`config.mk`:
```
export PLATFORM = sky130hd
export DESIGN_NAME = dice_turn_ctrl
export DESIGN_NICKNAME = d
export VERILOG_FILES = /design/src/rtl/dice_pkg.sv /design/src/rtl/dice_turn_ctrl_sat_add.sv /design/src/rtl/dice_turn_ctrl.sv
export SDC_FILE = /design/constraint.sdc
export NUM_CORES = 1
export LEC_CHECK = 0
export ABC_CLOCK_PERIOD_IN_PS = 3300
export BUFFER_PORTS_ARGS = -buffer_cell sky130_fd_sc_hd__clkbuf_2
export CAP_MARGIN = 20
export CORE_ASPECT_RATIO = 1.75
export CORE_MARGIN = 8
export CORE_UTILIZATION = 30
export DETAILED_ROUTE_END_ITERATION = 10
export GPL_TIMING_DRIVEN = 0
export SETUP_SLACK_MARGIN = 0.4
export SLEW_MARGIN = 0
export SYNTH_ARGS = -nofsm -noshare
export SYNTH_HDL_FRONTEND = slang
export SYNTH_HIERARCHICAL = 1
export SYNTH_SLANG_ARGS = --single-unit
```
`constraint.sdc`:
```
create_clock -name clk -period 3.3 [get_ports clk]
set_input_delay 0 -clock clk [delete_from_list [all_inputs] [get_ports clk]]
set_output_delay 0 -clock clk [all_outputs]
set_load 0.005 [all_outputs]
```
`src/rtl/dice_pkg.sv`:
```
// -----------------------------------------------------------------------------
// dice_pkg
//   Shared types and constants for the two-player "pig" dice turn controller.
//   Contents:
//     state_e    - turn controller FSM state encoding
//     DIE_W      - width of a die value from the roller
//     DIE_MIN    - lowest legal die face
//     DIE_MAX    - highest legal die face (also the "six" tracked by the
//                  optional double-six bust feature, DOUBLE_SIX_BUST_EN)
//     BUST_VAL   - face that busts the current turn
//     die_legal  - helper: is a captured die value a legal face
// -----------------------------------------------------------------------------
package dice_pkg;

    typedef enum logic [2:0] {
        DECIDE = 3'd0,
        ARM    = 3'd1,
        WAIT   = 3'd2,
        SCORE  = 3'd3,
        BANK   = 3'd4,
        OVER   = 3'd5
    } state_e;

    localparam int               DIE_W    = 3;
    localparam logic [DIE_W-1:0] DIE_MIN  = 3'd1;
    localparam logic [DIE_W-1:0] DIE_MAX  = 3'd6;
    localparam logic [DIE_W-1:0] BUST_VAL = 3'd1;

    // A captured value outside 1..6 is roller noise and must be discarded.
    function automatic logic die_legal(input logic [DIE_W-1:0] value);
        return (value >= DIE_MIN) && (value <= DIE_MAX);
    endfunction

endpackage

```
`src/rtl/dice_turn_ctrl_sat_add.sv`:
```
// -----------------------------------------------------------------------------
// sat_add
//   Unsigned saturating adder. The operand is zero-extended from OPND_W to
//   SCORE_W bits; a carry out of SCORE_W bits clamps the result to all ones,
//   so scores never wrap.
//   Parameters:
//     SCORE_W - width of the base value and the result
//     OPND_W  - width of the operand (must not exceed SCORE_W)
//   Ports:
//     base  in  SCORE_W  accumulated value
//     opnd  in  OPND_W   value to add
//     sum   out SCORE_W  saturated sum
// -----------------------------------------------------------------------------
module sat_add #(
    parameter int SCORE_W = 8,
    parameter int OPND_W  = 3
) (
    input  logic [SCORE_W-1:0] base,
    input  logic [OPND_W-1:0]  opnd,
    output logic [SCORE_W-1:0] sum
);

    localparam int EXT_W = SCORE_W + 1;

    logic [EXT_W-1:0] wide_s;

    assign wide_s = EXT_W'(base) + EXT_W'(opnd);

    // Clamp on carry-out, pass the low bits through otherwise.
    always_comb begin
        if (wide_s[SCORE_W]) begin
            sum = {SCORE_W{1'b1}};
        end else begin
            sum = wide_s[SCORE_W-1:0];
        end
    end

endmodule

```
`src/rtl/dice_turn_ctrl.sv`:
```
// -----------------------------------------------------------------------------
// dice_turn_ctrl
//   Game-side initiator for the die roller's enable/choose handshake,
//   implementing two-player "pig": rolls add to the turn total, a 1 busts the
//   turn and passes play, a hold banks the turn total into the active
//   player's score. Reaching WIN_SCORE on a bank ends the game.
//
//   Optional build macro:
//     DOUBLE_SIX_BUST_EN - when defined, two consecutive 6s in one turn bust
//                          the turn like a 1 does.
//
//   Parameters:
//     SCORE_W   - width of turn total and scores (saturating)
//     WIN_SCORE - banked score that wins the game
//
//   Ports:
//     clk          in   system clock
//     rst_n        in   synchronous active-low reset
//     roll_num     in   die value from the roller (legal 1..6)
//     roll_choose  in   roller result-valid level
//     roll_req     in   pulse: active player requests a roll
//     hold_req     in   pulse: active player banks the turn total
//     new_game     in   pulse: clear everything, player 0 starts
//     enable       out  roller enable; rising edge starts a roll
//     player       out  active player
//     last_roll    out  last captured die value, 0 = none
//     turn_total   out  current unbanked total
//     score0       out  banked score of player 0
//     score1       out  banked score of player 1
//     busy         out  roll in flight
//     game_over    out  game finished
//     winner       out  winning player, valid while game_over
// -----------------------------------------------------------------------------
module dice_turn_ctrl
    import dice_pkg::*;
#(
    parameter int SCORE_W   = 8,
    parameter int WIN_SCORE = 100
) (
    input  logic               clk,
    input  logic               rst_n,
    input  logic [DIE_W-1:0]   roll_num,
    input  logic               roll_choose,
    input  logic               roll_req,
    input  logic               hold_req,
    input  logic               new_game,
    output logic               enable,
    output logic               player,
    output logic [DIE_W-1:0]   last_roll,
    output logic [SCORE_W-1:0] turn_total,
    output logic [SCORE_W-1:0] score0,
    output logic [SCORE_W-1:0] score1,
    output logic               busy,
    output logic               game_over,
    output logic               winner
);

    localparam logic [31:0] WIN_LIM = 32'(WIN_SCORE);

    state_e               state_r,      state_s;
    logic                 player_r,     player_s;
    logic [DIE_W-1:0]     last_roll_r,  last_roll_s;
    logic [SCORE_W-1:0]   turn_total_r, turn_total_s;
    logic [SCORE_W-1:0]   score0_r,     score0_s;
    logic [SCORE_W-1:0]   score1_r,     score1_s;
    logic                 winner_r,     winner_s;
    logic                 enable_r,     enable_s;
    logic                 busy_r,       busy_s;
    logic                 game_over_r,  game_over_s;
`ifdef DOUBLE_SIX_BUST_EN
    logic                 six_seen_r,   six_seen_s;
`endif

    logic [SCORE_W-1:0]   turn_sum_s;
    logic [SCORE_W-1:0]   bank_base_s;
    logic [SCORE_W-1:0]   bank_sum_s;

    assign bank_base_s = player_r ? score1_r : score0_r;

    sat_add #(
        .SCORE_W (SCORE_W),
        .OPND_W  (DIE_W)
    ) u_turn_add (
        .base (turn_total_r),
        .opnd (last_roll_r),
        .sum  (turn_sum_s)
    );

    sat_add #(
        .SCORE_W (SCORE_W),
        .OPND_W  (SCORE_W)
    ) u_bank_add (
        .base (bank_base_s),
        .opnd (turn_total_r),
        .sum  (bank_sum_s)
    );

    // Next-state and next-register values for the turn FSM.
    always_comb begin
        state_s      = state_r;
        player_s     = player_r;
        last_roll_s  = last_roll_r;
        turn_total_s = turn_total_r;
        score0_s     = score0_r;
        score1_s     = score1_r;
        winner_s     = winner_r;
`ifdef DOUBLE_SIX_BUST_EN
        six_seen_s   = six_seen_r;
`endif

        if (new_game) begin
            // Overrides everything, including a result arriving this cycle.
            state_s      = DECIDE;
            player_s     = 1'b0;
            last_roll_s  = {DIE_W{1'b0}};
            turn_total_s = {SCORE_W{1'b0}};
            score0_s     = {SCORE_W{1'b0}};
            score1_s     = {SCORE_W{1'b0}};
            winner_s     = 1'b0;
`ifdef DOUBLE_SIX_BUST_EN
            six_seen_s   = 1'b0;
`endif
        end else begin
            case (state_r)
                DECIDE: begin
                    if (roll_req) begin
                        state_s = ARM;
                    end else if (hold_req) begin
                        state_s = BANK;
                    end else begin
                        state_s = DECIDE;
                    end
                end
                // The roller is flushing its previous result this cycle,
                // so roll_choose is not trusted here.
                ARM: begin
                    state_s = WAIT;
                end
                WAIT: begin
                    if (roll_choose) begin
                        last_roll_s = roll_num;
                        state_s     = SCORE;
                    end else begin
                        state_s = WAIT;
                    end
                end
                SCORE: begin
                    state_s = DECIDE;
                    if (last_roll_r == BUST_VAL) begin
                        turn_total_s = {SCORE_W{1'b0}};
                        player_s     = ~player_r;
`ifdef DOUBLE_SIX_BUST_EN
                        six_seen_s   = 1'b0;
                    end else if ((last_roll_r == DIE_MAX) && six_seen_r) begin
                        turn_total_s = {SCORE_W{1'b0}};
                        player_s     = ~player_r;
                        six_seen_s   = 1'b0;
`endif
                    end else if (die_legal(last_roll_r)) begin
                        turn_total_s = turn_sum_s;
`ifdef DOUBLE_SIX_BUST_EN
                        six_seen_s   = (last_roll_r == DIE_MAX);
`endif
                    end else begin
                        last_roll_s = {DIE_W{1'b0}};
                    end
                end
                BANK: begin
                    turn_total_s = {SCORE_W{1'b0}};
`ifdef DOUBLE_SIX_BUST_EN
                    six_seen_s   = 1'b0;
`endif
                    if (player_r) begin
                        score1_s = bank_sum_s;
                    end else begin
                        score0_s = bank_sum_s;
                    end
                    if (32'(bank_sum_s) >= WIN_LIM) begin
                        winner_s = player_r;
                        state_s  = OVER;
                    end else begin
                        player_s = ~player_r;
                        state_s  = DECIDE;
                    end
                end
                OVER: begin
                    state_s = OVER;
                end
                default: begin
                    state_s = DECIDE;
                end
            endcase
        end
    end

    // Output flags are decoded from the next state so they register with it.
    always_comb begin
        enable_s    = 1'b0;
        busy_s      = 1'b0;
        game_over_s = 1'b0;
        case (state_s)
            ARM, WAIT: begin
                enable_s = 1'b1;
                busy_s   = 1'b1;
            end
            OVER: begin
                game_over_s = 1'b1;
            end
            default: begin
                enable_s    = 1'b0;
                busy_s      = 1'b0;
                game_over_s = 1'b0;
            end
        endcase
    end

    // State and output registers with synchronous active-low reset.
    always_ff @(posedge clk) begin
        if (!rst_n) begin
            state_r      <= DECIDE;
            player_r     <= 1'b0;
            last_roll_r  <= {DIE_W{1'b0}};
            turn_total_r <= {SCORE_W{1'b0}};
            score0_r     <= {SCORE_W{1'b0}};
            score1_r     <= {SCORE_W{1'b0}};
            winner_r     <= 1'b0;
            enable_r     <= 1'b0;
            busy_r       <= 1'b0;
            game_over_r  <= 1'b0;
`ifdef DOUBLE_SIX_BUST_EN
            six_seen_r   <= 1'b0;
`endif
        end else begin
            state_r      <= state_s;
            player_r     <= player_s;
            last_roll_r  <= last_roll_s;
            turn_total_r <= turn_total_s;
            score0_r     <= score0_s;
            score1_r     <= score1_s;
            winner_r     <= winner_s;
            enable_r     <= enable_s;
            busy_r       <= busy_s;
            game_over_r  <= game_over_s;
`ifdef DOUBLE_SIX_BUST_EN
            six_seen_r   <= six_seen_s;
`endif
        end
    end

    assign enable     = enable_r;
    assign player     = player_r;
    assign last_roll  = last_roll_r;
    assign turn_total = turn_total_r;
    assign score0     = score0_r;
    assign score1     = score1_r;
    assign busy       = busy_r;
    assign game_over  = game_over_r;
    assign winner     = winner_r;

endmodule
```
==> flow_summary_export.csv <==
group,metric,value,unit
cells_and_area,multiInputGateArea,1610,um^2
floorplan,start_util,30.74,%
logic_synthesis,synth_edf_count,0,
logic_synthesis,synthArstFlopShare,0,%
sta,hold_viol,0,
clock_network,ctsHtreeMaxLevel,2,
floorplan,num_io_pins,41,
global_routing,antenna_found_initial,0,
sta,fmax,344.6,MHz
power,power_frac_comb,5.5,%
cells_and_area,register_area,684.4,um^2
placement,dp_cells,380,
cells_and_area,area_growth,36.93,%
sta,clock_skew,0.003901,ns
setup_path,slowest_delay,0.36,ns
cells_and_area,fill_cells,710,
global_routing,grt_max_degree,11,
setup_path,end_kind,"flop",
power,power.static_leakage,1.255,nW
clock_network,numCtsBuffers,5,
placement,finalWeightedCongestion,0.7770,
sta,setup_viol_count_final,0,
clock_network,clk_latency,0.28,ns
sta,maxSlewHeadroom,63.73,%
routing,ant_nets,0,
global_routing,overflow,0,
setup_path,cpMostUsedCell,"o211a_1",
setup_path,crit_slowest_cell,"fa_2",
logic_synthesis,yosysWarnings,6,
sta,worst_slack,0.3984,ns
routing,via_per_inst,5.162,
sta,period_minus_slack,2.902,ns
routing,vias,2101,
routing,wire_per_inst,15.12,um
cells_and_area,drive_above_1_share,37.69,%
setup_path,worstPathArrival,3.08,ns
logic_synthesis,syn_nets,276,
clock_network,path_clk_slew,0.06,ns
outcome,status,"complete, no violations",
floorplan,die_x,80.62,um
global_routing,grt_use_total,12.02,%
routing,drc,0,
logic_synthesis,yosysUniqueCellTypes,59,
power,power_switching,0.2055,mW
cells_and_area,num_antenna_cells,0,
global_routing,grt_pass1_wl,9.887,mm
clock_network,cts_root_buf,"clkbuf_16",
job,maxCapViolations,0,
power,ir_drop,0.0001457,V
global_routing,first_global_vias,2071,
setup_path,worstSetupStartpointType,"flop",
setup_path,cp.required,3.48,ns
power,p_int,0.7320,mW
logic_synthesis,syn-instance-count,254,
placement,dp_hpwl,4.651,mm
worst_hold_path,hp-class,"in2reg",
placement,io_buffers,40,
sta,final.setup.tns,0,ns
clock_network,clk_path_buf_depth,2,
setup_path,crit_chain,"buf_8 > mux2_4 > ha_4 > fa_2 > a21oi_2 > o211a_1 > o21a_4 > buf_4 > nand3_4 > a211oi_2 > a211oi_2 > o211a_1 > o211a_1",
floorplan,die_area,10410,um^2
logic_synthesis,netlist_area,2192,um^2
clock_network,tritoncts,"yes",
clock_network,cts.sinks,34,
floorplan,num_rows,41,
cells_and_area,layoutNonFillerInstCount,407,
logic_synthesis,synthFlopType,"dfxtp_1",
sta,tightest_slew,0.5441,ns
floorplan,coreArea,7131,um^2
power,swShare,21.92,%
sta,whs,0.04974,ns
routing,drt_first_iter_violations,130,
placement,dp_slack,0.1325,ns
setup_path,worstSetupPathType,"reg2reg",
power,p_clk_share,50.3,%
sta,rsz0062_at_grt,"true",
sta,slew_violations,0,
sta,fin_crit_sh,87.93,%
floorplan,dieHeight,129.1,um
routing,first_pass_iters,6,
logic_synthesis,ys_ff_latch,34,
routing,drt-total-wl,6.155,mm
power,seq_power_share,44.2,%
setup_path,crit_fanout,7,
power,power_density,312.3,nW/um^2
logic_synthesis,ys_seq_area_share,31.05,%
cells_and_area,fin_nets,343,
logic_synthesis,syn_avg_cell_area,8.630,um^2
-- per-layer routing --
metal / vias to the layer above / wire length (um) / track usage (%)
met5: - / 0 / 0
met4: 0 / 151 / 6.250
met3: 10 / 328 / 3.398
met2: 39 / 3318 / 21.06
met1: 1002 / 2357 / 12.43
li1: 1050 / - / -
-- power groups by stage --
stage | Combinational, mW | Clock (mW) | Sequential [mW]
final | 0.0516 | 0.472 | 0.414
after global routing | 0.0569 | 0.494 | 0.414
after CTS | 0.0505 | 0.477 | 0.414
after detailed placement | 0.0446 | 0 | 0.423
after global placement | 0.0440 | 0 | 0.423
after floorplan | 0.0287 | 0 | 0.423
-- critical path, delay by kind of cell (launching register included) --
family	cells	cell delay, ns
compound gates	7	1.23
fa+ha+maj	2	0.53
buf+inv	2	0.28
flops	1	0.34
mux	1	0.31
simple gates	1	0.09
-- flip-flops by register name (all words and copies together) (netlist names), 3 cells and up --
register and cells:
score1 8, turn_total 8, last_roll 3, state_r 3
score0 8
-- repair_timing --
action / CTS / global route
endpoints found under the hold margin: 6 / 0
hold buffers: 5 / 0
gates cloned: 0 / 0
pin swaps: 10 / 15
setup buffers: 8 / 7
setup endpoints to repair: 6 / 4
resized for setup: 18 / 11
-- stage by stage --
stage / instance area [um^2] / utilization (%) / power (mW)
finish: 3002 / 42.10 / 0.9375
global route: 3002 / 42.10 / 0.9655
CTS: 2882 / 40.41 / 0.9414
detailed placement: 2531 / 35.50 / 0.4678
global placement: 2531 / 35.50 / 0.4671
floorplan: 2223 / - / 0.4517
-- cells in the mapped netlist, drive strengths merged (3+ instances only) --
cell | instances | area (um^2)
clkbuf | 4 | 15.01
nand2 | 45 | 171.4
buf | 6 | 50.04
nor2 | 19 | 78.82
nand2b | 8 | 55.06
a22oi | 8 | 60.06
nor3 | 7 | 45.04
mux2 | 11 | 123.9
inv | 5 | 18.77
xnor2 | 3 | 26.28
nand4 | 4 | 25.02
xor2 | 3 | 26.28
o21ai | 4 | 23.77
dfxtp | 34 | 680.7
nor4b | 3 | 32.53
a21bo | 3 | 30.03
a21oi | 31 | 166.4
ha | 11 | 137.6
nand3 | 8 | 50.05
and3b | 4 | 38.79
o211a | 3 | 30.03
-- cells in the final DEF (no fill, tap or decap), types with 2 or more instances in the layout --
cell type,count
a211oi_2,2
a21bo_1,3
a21boi_0,2
a21o_1,2
a21oi_1,25
a21oi_2,5
a22oi_1,8
and3b_1,3
buf_4,18
buf_6,2
clkbuf_1,5
clkbuf_16,5
clkbuf_2,40
dfxtp_1,33
dlygate4sd3_1,5
ha_1,7
ha_4,3
inv_1,5
mux2_2,10
mux2i_1,2
nand2_1,41
nand2_4,3
nand2b_1,6
nand2b_2,2
nand3_1,6
nand4_1,4
nor2_1,17
nor2_4,2
nor3_1,4
nor3_4,2
o211a_1,3
o21ai_2,2
xnor2_1,3
xor2_1,2
-- worst paths after layout --
path	startpoint	endpoint	slack, ns	cells past startpoint
max	player	game_over	0.40	13
min	roll_choose	last_roll[2]	0.05	3
max reg2reg	player	game_over	0.40	13
min reg2reg	score0[2]	score0[2]	0.47	2
-- layout make-up --
cell class                 instances  share of cell area (%)
multi-input combinational        205                   53.65
tap                               86                   3.585
clock buffer                       7                   4.752
buffer                            10                   2.501
timing repair buffer              60                   12.09
inverter                           5                  0.6253
sequential                        34                   22.80
-- cells by family (layout without fill, tap and decap cells) --
group	after synthesis	count (layout)	synth area share, %
AOI/OAI and AO/OA	66	66	21.75
muxes	13	13	6.564
adders and majority gates	13	13	8.105
xor gates and xnor gates	6	6	2.398
and+or+nand+nor	107	107	26.31
buffers and inverters	15	82	3.824
DFF	34	34	31.05
Power figures use the tool's default switching activity.
